`src/rtl/vita49_clk_pkg.sv`:
```
// Shared widths, register-map status bit positions and timing-mode encoding
// for the VITA-49 PPS-disciplined timestamp generator.
package vita49_clk_pkg;

  localparam int unsigned TSI_W_DEF = 32;
  localparam int unsigned TSF_W_DEF = 64;
  localparam int unsigned ERR_W_DEF = 8;

  localparam int unsigned STAT_ARMED = 0;
  localparam int unsigned STAT_LOCK  = 1;
  localparam int unsigned STAT_ERR   = 2;
  localparam int unsigned STAT_MISS  = 3;
  localparam int unsigned STAT_W     = 4;

  typedef enum logic {
    DISC    = 1'b0,
    FREERUN = 1'b1
  } mode_e;

  // Packs the status flags into the register-bank status word layout.
  function automatic logic [STAT_W-1:0] pack_status(input logic armed,
                                                    input logic lock,
                                                    input logic err,
                                                    input logic miss);
    logic [STAT_W-1:0] s;
    s             = '0;
    s[STAT_ARMED] = armed;
    s[STAT_LOCK]  = lock;
    s[STAT_ERR]   = err;
    s[STAT_MISS]  = miss;
    return s;
  endfunction

endpackage

```
`src/rtl/vita49_clk_disc_if.sv`:
```
// Control and status bundle between the timestamp generator and its users
// (register bank drives controls, packetisers/register bank read status).
interface vita49_clk_disc_if #(
  parameter int unsigned TSI_W = vita49_clk_pkg::TSI_W_DEF,
  parameter int unsigned TSF_W = vita49_clk_pkg::TSF_W_DEF,
  parameter int unsigned ERR_W = vita49_clk_pkg::ERR_W_DEF
);

  logic             en;
  logic             clr;
  logic             freerun;
  logic             set_tsi;
  logic [TSI_W-1:0] tsi_prog;
  logic             snap_req;
  logic             err_clr;

  logic [TSI_W-1:0] tsi;
  logic [TSF_W-1:0] tsf;
  logic             epoch;
  logic [TSI_W-1:0] snap_tsi;
  logic [TSF_W-1:0] snap_tsf;
  logic             snap_valid;
  logic             armed;
  logic             pps_lock;
  logic             pps_err;
  logic             pps_miss;
  logic [ERR_W-1:0] err_cnt;

  modport master (
    output en, clr, freerun, set_tsi, tsi_prog, snap_req, err_clr,
    input  tsi, tsf, epoch, snap_tsi, snap_tsf, snap_valid,
           armed, pps_lock, pps_err, pps_miss, err_cnt
  );

  modport slave (
    input  en, clr, freerun, set_tsi, tsi_prog, snap_req, err_clr,
    output tsi, tsf, epoch, snap_tsi, snap_tsf, snap_valid,
           armed, pps_lock, pps_err, pps_miss, err_cnt
  );

endinterface

```
`src/rtl/vita49_pps_sync.sv`:
```
// Two-flop synchroniser for the asynchronous PPS pin plus a rising-edge detect;
// pps_rise is high during the third sample-clock cycle after the pin edge.
module vita49_pps_sync (
  input  logic clk,
  input  logic rst_n,
  input  logic pps,
  output logic pps_rise
);

  logic meta_q;
  logic sync_q;
  logic edge_q;

  always_ff @(posedge clk or negedge rst_n) begin
    if (!rst_n) begin
      meta_q <= 1'b0;
      sync_q <= 1'b0;
      edge_q <= 1'b0;
    end else begin
      meta_q <= pps;
      sync_q <= meta_q;
      edge_q <= sync_q;
    end
  end

  assign pps_rise = sync_q & ~edge_q;

endmodule

```
`src/rtl/vita49_clk_disc.sv`:
```
// PPS-disciplined VITA-49 TSI/TSF timestamp generator with holdover, free-run,
// PPS period checking/lock, epoch-armed TSI programming and coherent snapshot.
module vita49_clk_disc
  import vita49_clk_pkg::*;
#(
  parameter int unsigned TSI_W        = TSI_W_DEF,
  parameter int unsigned TSF_W        = TSF_W_DEF,
  parameter int unsigned SAMP_PER_SEC = 61440000,
  parameter int unsigned PPS_TOL      = 16,
  parameter int unsigned LOCK_CNT     = 3,
  parameter int unsigned ERR_W        = ERR_W_DEF
) (
  input logic              samp_clk,
  input logic              ARESETN,
  input logic              pps,
  vita49_clk_disc_if.slave bus
);

  localparam int unsigned GOOD_W = $clog2(LOCK_CNT + 1);

  // tsf values that end a nominal second, the tolerance window and holdover.
  localparam logic [TSF_W-1:0] NOM_LAST  = TSF_W'(SAMP_PER_SEC - 1);
  localparam logic [TSF_W-1:0] HOLD_LAST = TSF_W'(SAMP_PER_SEC + PPS_TOL - 1);
  localparam logic [TSF_W-1:0] WIN_LO    = TSF_W'(SAMP_PER_SEC - PPS_TOL - 1);
  localparam logic [TSF_W-1:0] WIN_HI    = HOLD_LAST;

  logic              pps_rise;

  logic [TSI_W-1:0]  tsi_q;
  logic [TSF_W-1:0]  tsf_q;
  logic [TSI_W-1:0]  pend_q;
  logic              armed_q;
  logic              epoch_q;

  logic [TSI_W-1:0]  snap_tsi_q;
  logic [TSF_W-1:0]  snap_tsf_q;
  logic              snap_valid_q;

  logic              lock_q;
  logic              err_q;
  logic              miss_q;
  logic [ERR_W-1:0]  err_cnt_q;
  logic [GOOD_W-1:0] good_q;
  logic              aligned_q;

  mode_e             mode;
  logic              epoch_now;
  logic              holdover;
  logic              period_ok;
  logic [ERR_W-1:0]  err_base;
  logic [ERR_W-1:0]  err_inc;
  logic [GOOD_W-1:0] good_next;

  vita49_pps_sync u_pps_sync (
    .clk      (samp_clk),
    .rst_n    (ARESETN),
    .pps      (pps),
    .pps_rise (pps_rise)
  );

  assign mode = bus.freerun ? FREERUN : DISC;

  always_comb begin
    epoch_now = 1'b0;
    holdover  = 1'b0;
    case (mode)
      FREERUN: epoch_now = (tsf_q == NOM_LAST);
      DISC: begin
        holdover  = (tsf_q == HOLD_LAST) & ~pps_rise;
        epoch_now = pps_rise | holdover;
      end
      default: ;
    endcase
  end

  // Measured period is tsf+1, so the window is applied to tsf shifted by one.
  assign period_ok = (tsf_q >= WIN_LO) && (tsf_q <= WIN_HI);

  // A simultaneous err_clr only removes the history; a new error still counts.
  always_comb begin
    err_base = bus.err_clr ? '0 : err_cnt_q;
    err_inc  = (&err_base) ? err_base : err_base + ERR_W'(1);
  end

  assign good_next = (good_q == GOOD_W'(LOCK_CNT)) ? good_q : good_q + GOOD_W'(1);

  always_ff @(posedge samp_clk or negedge ARESETN) begin
    if (!ARESETN) begin
      tsi_q   <= '0;
      tsf_q   <= '0;
      pend_q  <= '0;
      armed_q <= 1'b0;
      epoch_q <= 1'b0;
    end else if (bus.clr) begin
      tsi_q   <= '0;
      tsf_q   <= '0;
      pend_q  <= '0;
      armed_q <= 1'b0;
      epoch_q <= 1'b0;
    end else if (!bus.en) begin
      epoch_q <= 1'b0;
      if (bus.set_tsi) begin
        tsi_q   <= bus.tsi_prog;
        armed_q <= 1'b0;
      end
    end else begin
      if (epoch_now) begin
        tsf_q   <= '0;
        tsi_q   <= armed_q ? pend_q : tsi_q + TSI_W'(1);
        armed_q <= 1'b0;
        epoch_q <= 1'b1;
      end else begin
        tsf_q   <= tsf_q + TSF_W'(1);
        epoch_q <= 1'b0;
      end
      // Placed after the epoch update so a same-cycle request arms the next epoch.
      if (bus.set_tsi) begin
        pend_q  <= bus.tsi_prog;
        armed_q <= 1'b1;
      end
    end
  end

  always_ff @(posedge samp_clk or negedge ARESETN) begin
    if (!ARESETN) begin
      lock_q    <= 1'b0;
      err_q     <= 1'b0;
      miss_q    <= 1'b0;
      err_cnt_q <= '0;
      good_q    <= '0;
      aligned_q <= 1'b0;
    end else if (bus.clr) begin
      lock_q    <= 1'b0;
      err_q     <= 1'b0;
      miss_q    <= 1'b0;
      err_cnt_q <= '0;
      good_q    <= '0;
      aligned_q <= 1'b0;
    end else begin
      if (bus.err_clr) begin
        err_q     <= 1'b0;
        miss_q    <= 1'b0;
        err_cnt_q <= '0;
      end
      if (!bus.en) begin
        aligned_q <= 1'b0;
      end else if (holdover) begin
        miss_q    <= 1'b1;
        err_cnt_q <= err_inc;
        lock_q    <= 1'b0;
        good_q    <= '0;
        aligned_q <= 1'b0;
      end else if (pps_rise) begin
        if (!aligned_q) begin
          aligned_q <= 1'b1;
        end else if (period_ok) begin
          good_q <= good_next;
          lock_q <= (good_next == GOOD_W'(LOCK_CNT));
        end else begin
          err_q     <= 1'b1;
          err_cnt_q <= err_inc;
          good_q    <= '0;
          lock_q    <= 1'b0;
        end
      end
    end
  end

  always_ff @(posedge samp_clk or negedge ARESETN) begin
    if (!ARESETN) begin
      snap_tsi_q   <= '0;
      snap_tsf_q   <= '0;
      snap_valid_q <= 1'b0;
    end else begin
      snap_valid_q <= bus.snap_req;
      if (bus.snap_req) begin
        snap_tsi_q <= tsi_q;
        snap_tsf_q <= tsf_q;
      end
    end
  end

  assign bus.tsi        = tsi_q;
  assign bus.tsf        = tsf_q;
  assign bus.epoch      = epoch_q;
  assign bus.snap_tsi   = snap_tsi_q;
  assign bus.snap_tsf   = snap_tsf_q;
  assign bus.snap_valid = snap_valid_q;
  assign bus.armed      = armed_q;
  assign bus.pps_lock   = lock_q;
  assign bus.pps_err    = err_q;
  assign bus.pps_miss   = miss_q;
  assign bus.err_cnt    = err_cnt_q;

endmodule
```
`src/flat_wrapper.sv`:
```
// flat-port wrapper written by rule: the top's interface ports become plain ports
module vita49_clk_disc_flat import vita49_clk_pkg::*;
#(
  parameter int unsigned TSI_W        = TSI_W_DEF,
  parameter int unsigned TSF_W        = TSF_W_DEF,
  parameter int unsigned SAMP_PER_SEC = 61440000,
  parameter int unsigned PPS_TOL      = 16,
  parameter int unsigned LOCK_CNT     = 3,
  parameter int unsigned ERR_W        = ERR_W_DEF
)
  (samp_clk, ARESETN, pps, bus_en, bus_clr, bus_freerun, bus_set_tsi, bus_tsi_prog, bus_snap_req, bus_err_clr, bus_tsi, bus_tsf, bus_epoch, bus_snap_tsi, bus_snap_tsf, bus_snap_valid, bus_armed, bus_pps_lock, bus_pps_err, bus_pps_miss, bus_err_cnt);
  vita49_clk_disc_if #(.TSI_W(TSI_W), .TSF_W(TSF_W), .ERR_W(ERR_W)) bus_i ();
  input logic samp_clk;
  input logic ARESETN;
  input logic pps;
  input wire logic [$bits(bus_i.en)-1:0] bus_en;
  input wire logic [$bits(bus_i.clr)-1:0] bus_clr;
  input wire logic [$bits(bus_i.freerun)-1:0] bus_freerun;
  input wire logic [$bits(bus_i.set_tsi)-1:0] bus_set_tsi;
  input wire logic [$bits(bus_i.tsi_prog)-1:0] bus_tsi_prog;
  input wire logic [$bits(bus_i.snap_req)-1:0] bus_snap_req;
  input wire logic [$bits(bus_i.err_clr)-1:0] bus_err_clr;
  output wire logic [$bits(bus_i.tsi)-1:0] bus_tsi;
  output wire logic [$bits(bus_i.tsf)-1:0] bus_tsf;
  output wire logic [$bits(bus_i.epoch)-1:0] bus_epoch;
  output wire logic [$bits(bus_i.snap_tsi)-1:0] bus_snap_tsi;
  output wire logic [$bits(bus_i.snap_tsf)-1:0] bus_snap_tsf;
  output wire logic [$bits(bus_i.snap_valid)-1:0] bus_snap_valid;
  output wire logic [$bits(bus_i.armed)-1:0] bus_armed;
  output wire logic [$bits(bus_i.pps_lock)-1:0] bus_pps_lock;
  output wire logic [$bits(bus_i.pps_err)-1:0] bus_pps_err;
  output wire logic [$bits(bus_i.pps_miss)-1:0] bus_pps_miss;
  output wire logic [$bits(bus_i.err_cnt)-1:0] bus_err_cnt;
  assign bus_i.en = bus_en;
  assign bus_i.clr = bus_clr;
  assign bus_i.freerun = bus_freerun;
  assign bus_i.set_tsi = bus_set_tsi;
  assign bus_i.tsi_prog = bus_tsi_prog;
  assign bus_i.snap_req = bus_snap_req;
  assign bus_i.err_clr = bus_err_clr;
  assign bus_tsi = bus_i.tsi;
  assign bus_tsf = bus_i.tsf;
  assign bus_epoch = bus_i.epoch;
  assign bus_snap_tsi = bus_i.snap_tsi;
  assign bus_snap_tsf = bus_i.snap_tsf;
  assign bus_snap_valid = bus_i.snap_valid;
  assign bus_armed = bus_i.armed;
  assign bus_pps_lock = bus_i.pps_lock;
  assign bus_pps_err = bus_i.pps_err;
  assign bus_pps_miss = bus_i.pps_miss;
  assign bus_err_cnt = bus_i.err_cnt;
  vita49_clk_disc #(.TSI_W(TSI_W), .TSF_W(TSF_W), .SAMP_PER_SEC(SAMP_PER_SEC), .PPS_TOL(PPS_TOL), .LOCK_CNT(LOCK_CNT), .ERR_W(ERR_W)) u_core (.samp_clk(samp_clk), .ARESETN(ARESETN), .pps(pps), .bus(bus_i));
endmodule
```
`config.mk`:
```
export PLATFORM = sky130hd
export DESIGN_NAME = vita49_clk_disc_flat
export DESIGN_NICKNAME = d
export VERILOG_FILES = /design/src/rtl/vita49_clk_pkg.sv /design/src/rtl/vita49_clk_disc_if.sv /design/src/rtl/vita49_pps_sync.sv /design/src/rtl/vita49_clk_disc.sv /design/src/flat_wrapper.sv
export SDC_FILE = /design/constraint.sdc
export NUM_CORES = 1
export LEC_CHECK = 0
export BUFFER_PORTS_ARGS = -buffer_cell sky130_fd_sc_hd__buf_2
export CAP_MARGIN = 25
export CORE_MARGIN = 2
export CORE_UTILIZATION = 30
export CTS_BUF_LIST = sky130_fd_sc_hd__clkbuf_4
export DETAILED_ROUTE_END_ITERATION = 12
export SYNTH_ARGS = -nofsm -noshare
export SYNTH_HDL_FRONTEND = slang
export SYNTH_HIERARCHICAL = 1
export SYNTH_SLANG_ARGS = --single-unit
export TNS_END_PERCENT = 5
```
`constraint.sdc`:
```
create_clock -name samp_clk -period 2.8 [get_ports samp_clk]
set_input_delay 0.14 -clock samp_clk [delete_from_list [all_inputs] [get_ports samp_clk]]
set_output_delay 0.14 -clock samp_clk [all_outputs]
set_load 0.02 [all_outputs]
```
Yosys cells after proc, flatten, opt, wreduce, memory -nomap -nowiden
Cells that the tools add are included.
{"block": "totals", "reg_bits": 244, "inputBits": 41, "out_inout_bits": 206}
{"block": "op_classes", "n_addsub": 4, "n_lt_le_gt_ge": 2, "n_eq_ne": 6, "n_mux": 57, "n_bitwise": 6, "reduce_logical": 12}
{"cell": "2-to-1 mux 32 bit", "count": 7}
{"cell": "2-to-1 mux 64 bit", "count": 3}
{"cell": "== test 64 x 26 -> 1 bit (second input constant)", "count": 2}
{"cell": "adder 64 x 1 -> 64 bit (second input constant)", "count": 1}
{"cell": ">= comparator 64 x 26 -> 1 bit (second input constant)", "count": 1}
{"cell": "less-or-equal comparator 64 x 26 -> 1 bit (second input constant)", "count": 1}
{"cell": "2-to-1 mux 8 bit", "count": 8}
{"cell": "adder 32 x 1 -> 32 bit (second input constant)", "count": 1}
{"cell": "2-to-1 mux 1 bit", "count": 31}
{"cell": "2-to-1 mux 2 bit", "count": 7}
{"cell": "nonzero test 3 bit", "count": 4}
{"cell": "adder 8 x 1 -> 8 bit (second input constant)", "count": 1}
{"cell": "AND reduction 8 bit", "count": 1}
{"cell": "AND reduction 2 bit", "count": 3}
{"cell": "== test 2 bit (second input constant)", "count": 2}
{"cell": "inequality test 4 x 1 -> 1 bit (second input constant)", "count": 1}
{"cell": "nonzero test 2 bit", "count": 2}
{"cell": "inequality test 3 x 1 -> 1 bit (second input constant)", "count": 1}
{"cell": "inverter 1 bit", "count": 3}
{"cell": "AND reduction 3 bit", "count": 1}
{"cell": "adder 2 x 1 -> 2 bit (second input constant)", "count": 1}
{"cell": "AND 1 bit", "count": 2}
{"cell": "one-hot mux 1 bit (2 select lines)", "count": 1}
{"cell": "logical AND 1 bit", "count": 1}
{"cell": "bitwise OR 1 bit", "count": 1}

Logic depth before layout (Yosys ltp)
{"block": "logic_depth", "word_depth": 10, "depth_mapped": 10, "depth_no_buf": 8}

Hierarchy
Netlist, hierarchy kept.
{"mod": "vita49_clk_disc", "instances": 1, "cells_each": 1148, "area_each_um2": 12056.6, "seq_area_each_um2": 6030.8}
{"mod": "vita49_pps_sync", "instances": 1, "cells_each": 4, "area_each_um2": 88.8, "seq_area_each_um2": 75.1}

Worst setup path before layout
OpenSTA, ideal clock, no wires.
{"block": "synth_timing", "kind": "register to register", "start": "reg u_core.tsi_q[0], in the netlist u_core/bus.tsi[0]", "end": "reg u_core.tsi_q[28], in the netlist u_core/bus.tsi[28]", "setup_time_ps": 65, "t_arrival_ps": 2625, "t_required_ps": 2735, "slack_ps": 110, "path_stages_with_launch": 9, "path_buffers": 1, "synth_period_minus_slack_ps": 2690, "path_cell_list": "dfrtp_1 -> ha_1 -> nand4_2 -> or4_1 -> buf_2 -> or4_4 -> o311ai_2 -> o21a_1 -> a22o_2"}
{"block": "synth_between", "elab_chain_len": 5}
{"element": "start, declared", "line_no": "vita49_clk_disc.sv:29", "source": "logic [TSI_W-1:0] tsi_q;"}
{"element": "start signal, assigned", "line_no": "vita49_clk_disc.sv:103", "source": "tsi_q <= bus.tsi_prog;"}
{"element": "start signal, assigned", "line_no": "vita49_clk_disc.sv:109", "source": "tsi_q <= armed_q ? pend_q : tsi_q + TSI_W'(1);"}
{"element": "adder 32 x 1 -> 32 bit", "line_no": "vita49_clk_disc.sv:109"}
{"element": "2-to-1 mux 32 bit", "line_no": "vita49_clk_disc.sv:109"}
{"element": "2-to-1 mux 32 bit", "line_no": "vita49_clk_disc.sv:107", "source": "if (epoch_now) begin"}
{"element": "2-to-1 mux 32 bit", "line_no": "vita49_clk_disc.sv:100", "source": "end else if (!bus.en) begin"}
{"element": "2-to-1 mux 32 bit", "line_no": "vita49_clk_disc.sv:94", "source": "end else if (bus.clr) begin"}
No other way between the ends. The select of a mux whose other input is x is not followed.
A chain may end at the register's enable or synchronous reset.

Final worst setup path
{"block": "layout_timing", "start": "reg u_core.tsf_q[30], in the netlist u_core/bus.tsf[30]", "end": "reg u_core.tsi_q[6], in the netlist u_core/bus.tsi[6]"}
{"block": "layout_between", "elab_chain_len": 6}
{"element": "start, declared", "line_no": "vita49_clk_disc.sv:30", "source": "logic [TSF_W-1:0] tsf_q;"}
{"element": "start signal, assigned", "line_no": "vita49_clk_disc.sv:113", "source": "tsf_q <= tsf_q + TSF_W'(1);"}
{"element": "== test 64 x 26 -> 1 bit", "line_no": "vita49_clk_disc.sv:69", "source": "holdover = (tsf_q == HOLD_LAST) & ~pps_rise;"}
{"element": "AND 1 bit", "line_no": "vita49_clk_disc.sv:69"}
{"element": "bitwise OR 1 bit", "line_no": "vita49_clk_disc.sv:70", "source": "epoch_now = pps_rise | holdover;"}
{"element": "one-hot mux 1 bit (2 select lines) (*)", "line_no": "vita49_clk_disc.sv:66", "source": "case (mode)"}
{"element": "inequality test 3 x 1 -> 1 bit (no line) (*)"}
{"element": "AND reduction 2 bit (no line) (*)"}
Mark *: on every way between the ends. The rest lies on a longest branch, timed or not.

==> impl_metrics.yaml <==
final_layout:
  layout.nets: 1582
  area.growth.synth_to_final_pct: 31.5
  fin_util_pct: 40.1
  post_route_cells_drive_above_1_share_pct: 36.7
  fin_cells: 2107
yosys:
  yosys_register_bits: 244
  synth_edf_count: 0
  synth-async-reset-ratio_pct: 100
  synth_sequential_area_ratio_pct: 50.3
  synthesis.yosys.warnings: 6
  synth_area_per_cell_sq_um: 10.5
  synthesis.area_sq_um: 12100
  synth_fp_nets: 1196
  syn_inst: 1152
  synth.lib_cells_used.distinct: 72
  synthFlopType: "sky130_fd_sc_hd__dfrtp_1"
floorplan:
  core_region_area_sq_um: 39800
  starting_density_of_the_core_pct: 30.5
  die_area_sq_um: 42100
  height_of_the_chip_um: 205
  fp.dieW_um: 205
  floorplan.io_pins: 247
  num_rows: 73
pwr:
  static-leakage-power_uw: 0.00797
  power_switching_uw: 2520
  power.share.combinational_pct: 15.0
  internal_power_uw: 5860
  power-per-cell-area_nw_per_um2: 525
  p_seq_share_pct: 46.0
  power.switching_fraction_pct: 30.1
  power.clock.fraction_pct: 39.0
  vdd_ir_drop_max_mv: 0.243
timing:
  final-hold-violation-count: 0
  fin_worst_skew_ns: 0.0435
  setup_violations: 0
  timing.final.crit_period_ns: 2.62
  timing.max_slew.rel_slack_pct: 49.2
  grt_setup_unrepaired: "false"
  transition_time_of_the_tightest_slew_check_pin_ns: 0.761
  timing.final.crit_share_pct: 93.6
  clock.fmax_mhz: 381
  slew_violations: 0
grt:
  gr-max-usage-layer: "met2"
  antenna_found_initial: 1
  gr-usage-met3_pct: 4.34
  grt_use_total_pct: 19.2
  groute.layer.met2.usage_pct: 29.1
  global_route.overflow_total: 0
  first_global_vias: 11093
  grt_max_degree: 92
  grt_first_pass_wirelength_mm: 63.2
  gr-usage-met1_pct: 26.4
detailed_routing:
  ant_nets: 0
  detailed_routing_iteration_count_for_the_pre_antenna_repair_pass: 5
  drt-wirelength-per-cell_um: 19.2
  drt_wl_total_mm: 40.5
  via_count: 11240
  via_density: 5.33
  initialDrtViolationCount: 781
  number_of_drc_violations_after_detailed_routing: 0
setup_path:
  cp.required_ns: 3.38
  critPathCaptureType: "flip-flop"
  cp-start-kind: "flip-flop"
  setup.worst_path.class: "reg -> reg"
  worst-endpoint-arrival_ns: 3.21
  critical_path_peak_fanout: 18
placed_design:
  hpwl_after_dpl_mm: 27.5
  post-place-cells: 1933
  placement.io_buffers: 246
  gp_congestion: 0.839
clock_network:
  clkSlewWorstSetupHoldPaths_ns: 0.06
  cts_tree: "built"
  cts.htree.levels: 3
  numClockSinks: 244
  clk_latency_ns: 0.73
  cts-buffers-inserted: 74
  clock_path_buffers: 3
  cts_root_buf: "sky130_fd_sc_hd__clkbuf_4"
job:
  drv.max_cap_violation_count: 0
worst_hold_path:
  timing.hold.worst.class: "in -> async"
run_status:
  outcome: "completed"
## cell families after synthesis
kind of cell,after synthesis,share of synthesized area (%)
buffers and inverters,93,3.03
adder cells (fa/ha/maj),3,0.309
multiplexers,130,11.7
XOR/XNOR,10,0.721
AND/OR/NAND/NOR,370,16.6
AO/OA/AOI/OAI,302,17.3
flip-flops,244,50.3
## flip-flops by register name, indices dropped and copies added, names as in the netlist, 2 cells and up
signal	count
u_core/good_q	2
u_core/bus.snap_tsi	32
u_core/bus.tsf	64
u_core/bus.snap_tsf	64
u_core/pend_q	32
u_core/bus.tsi	32
u_core/bus.err_cnt	8
## power by group through the flow
stage | Combinational, uW | Sequential, uW | Clock, uW
after floorplan | 504 | 4070 | 0
after global placement | 1180 | 3910 | 0
after detailed placement | 1200 | 3920 | 0
after CTS | 1260 | 3850 | 3440
after global routing | 1360 | 3880 | 3620
final | 1260 | 3860 | 3260
## cells in the final DEF (no fill, tap or decap), types with 7 or more instances in the layout
cell / instances
sky130_fd_sc_hd__a211oi_1: 8
sky130_fd_sc_hd__a21o_1: 36
sky130_fd_sc_hd__a21oi_1: 42
sky130_fd_sc_hd__a22o_1: 44
sky130_fd_sc_hd__a22oi_1: 9
sky130_fd_sc_hd__a31oi_1: 30
sky130_fd_sc_hd__and2_1: 16
sky130_fd_sc_hd__and3_1: 17
sky130_fd_sc_hd__and4_1: 7
sky130_fd_sc_hd__buf_12: 8
sky130_fd_sc_hd__buf_2: 244
sky130_fd_sc_hd__buf_4: 86
sky130_fd_sc_hd__clkbuf_4: 103
sky130_fd_sc_hd__clkinv_1: 12
sky130_fd_sc_hd__dfrtp_1: 244
sky130_fd_sc_hd__dlygate4sd3_1: 54
sky130_fd_sc_hd__inv_1: 8
sky130_fd_sc_hd__mux2_2: 100
sky130_fd_sc_hd__mux2i_1: 30
sky130_fd_sc_hd__nand2_1: 69
sky130_fd_sc_hd__nand2b_1: 8
sky130_fd_sc_hd__nand3_1: 59
sky130_fd_sc_hd__nand4_1: 32
sky130_fd_sc_hd__nor2_1: 48
sky130_fd_sc_hd__nor2b_1: 9
sky130_fd_sc_hd__nor3_1: 47
sky130_fd_sc_hd__nor4_1: 14
sky130_fd_sc_hd__o21ai_0: 57
sky130_fd_sc_hd__o31ai_1: 20
## stage by stage
step / setup TNS (ns) / setup WS [ns] / total power, uW / hold WS, ns / instance area (sq um)
after floorplan: 0 / 0.110 / 4570 / -0.156 / 12100
after global placement: 0 / 0.0270 / 5090 / 0.232 / 14600
after detailed placement: -0.00212 / -0.00212 / 5120 / 0.236 / 14600
after CTS: 0 / 0.0132 / 8550 / 0.00693 / 15900
after global routing: 0 / 0.00210 / 8860 / 0.0635 / 16000
final: 0 / 0.178 / 8380 / 0.0548 / 16000
## worst max-delay path: stages (launching register included)
cell                       delay, ns
sky130_fd_sc_hd__dfrtp_1        0.40
sky130_fd_sc_hd__nor4b_2        0.43
sky130_fd_sc_hd__buf_4          0.18
sky130_fd_sc_hd__nand4_1        0.06
sky130_fd_sc_hd__buf_4          0.17
sky130_fd_sc_hd__nand3b_1       0.26
sky130_fd_sc_hd__a21oi_4        0.31
sky130_fd_sc_hd__o21ai_2        0.24
sky130_fd_sc_hd__buf_12         0.22
sky130_fd_sc_hd__a22o_1         0.23
## layer usage
| layer | share of wire (%) | vias to the layer above |
|---|---|---|
| met5 | 0 | - |
| met4 | 3.1 | 0 |
| met3 | 6.4 | 90 |
| met2 | 45 | 394 |
| met1 | 45 | 5581 |
| li1 | - | 5175 |
## cell type report
class                   instances  area [sq um]
diodes                          1          2.50
clock buffers                 103           773
clock inverters                16          62.6
fillers                      3952         23900
inverters                      10          37.5
multi-input cells             815          5750
flip-flops and latches        244          6110
well taps                     525           657
repair buffers                393          2580
## worst paths after layout
kind,startpoint,end,slack (ns),cells past startpoint
setup / recovery,u_core/bus.tsf[30],u_core/bus.tsi[6],0.18,9
hold / removal,ARESETN,u_core/bus.snap_tsi[24],0.05,2
setup reg to reg,u_core/bus.tsf[30],u_core/bus.tsi[6],0.18,9
hold reg to reg,u_core/u_pps_sync/meta_q,u_core/u_pps_sync/sync_q,0.35,0
max in group asynchronous,ARESETN,u_core/bus.snap_valid,1.89,3
min in group samp_clk,bus_tsi_prog[26],u_core/pend_q[26],0.21,3
## synth_stat cells (all sizes together), types with 9 or more instances
| cell type | count | share of area, % |
|---|---|---|
| a21oi | 44 | 1.8 |
| nor3 | 50 | 2.2 |
| a31oi | 30 | 1.5 |
| nor2 | 50 | 1.5 |
| nor2b | 10 | 0.58 |
| o31ai | 20 | 1.2 |
| buf | 20 | 0.77 |
| inv | 10 | 0.31 |
| and2 | 17 | 0.88 |
| mux2 | 100 | 9.3 |
| and3 | 17 | 0.88 |
| a22o | 45 | 3.3 |
| nor4 | 22 | 1.5 |
| nand2 | 69 | 2.1 |
| dfrtp | 244 | 50 |
| nand4 | 35 | 2.0 |
| a22oi | 9 | 0.56 |
| o21ai | 58 | 2.4 |
| mux2i | 30 | 2.5 |
| clkbuf | 63 | 1.9 |
| nand3 | 59 | 2.4 |
| a21o | 37 | 2.3 |
## what timing repair did
action	CTS	global route
endpoints found under the hold margin	332	0
setup buffers	0	0
setup endpoints to repair	5	64
hold buffers	54	0
gates resized for setup	1	5
No activity file was read; power rests on OpenSTA's default activity.
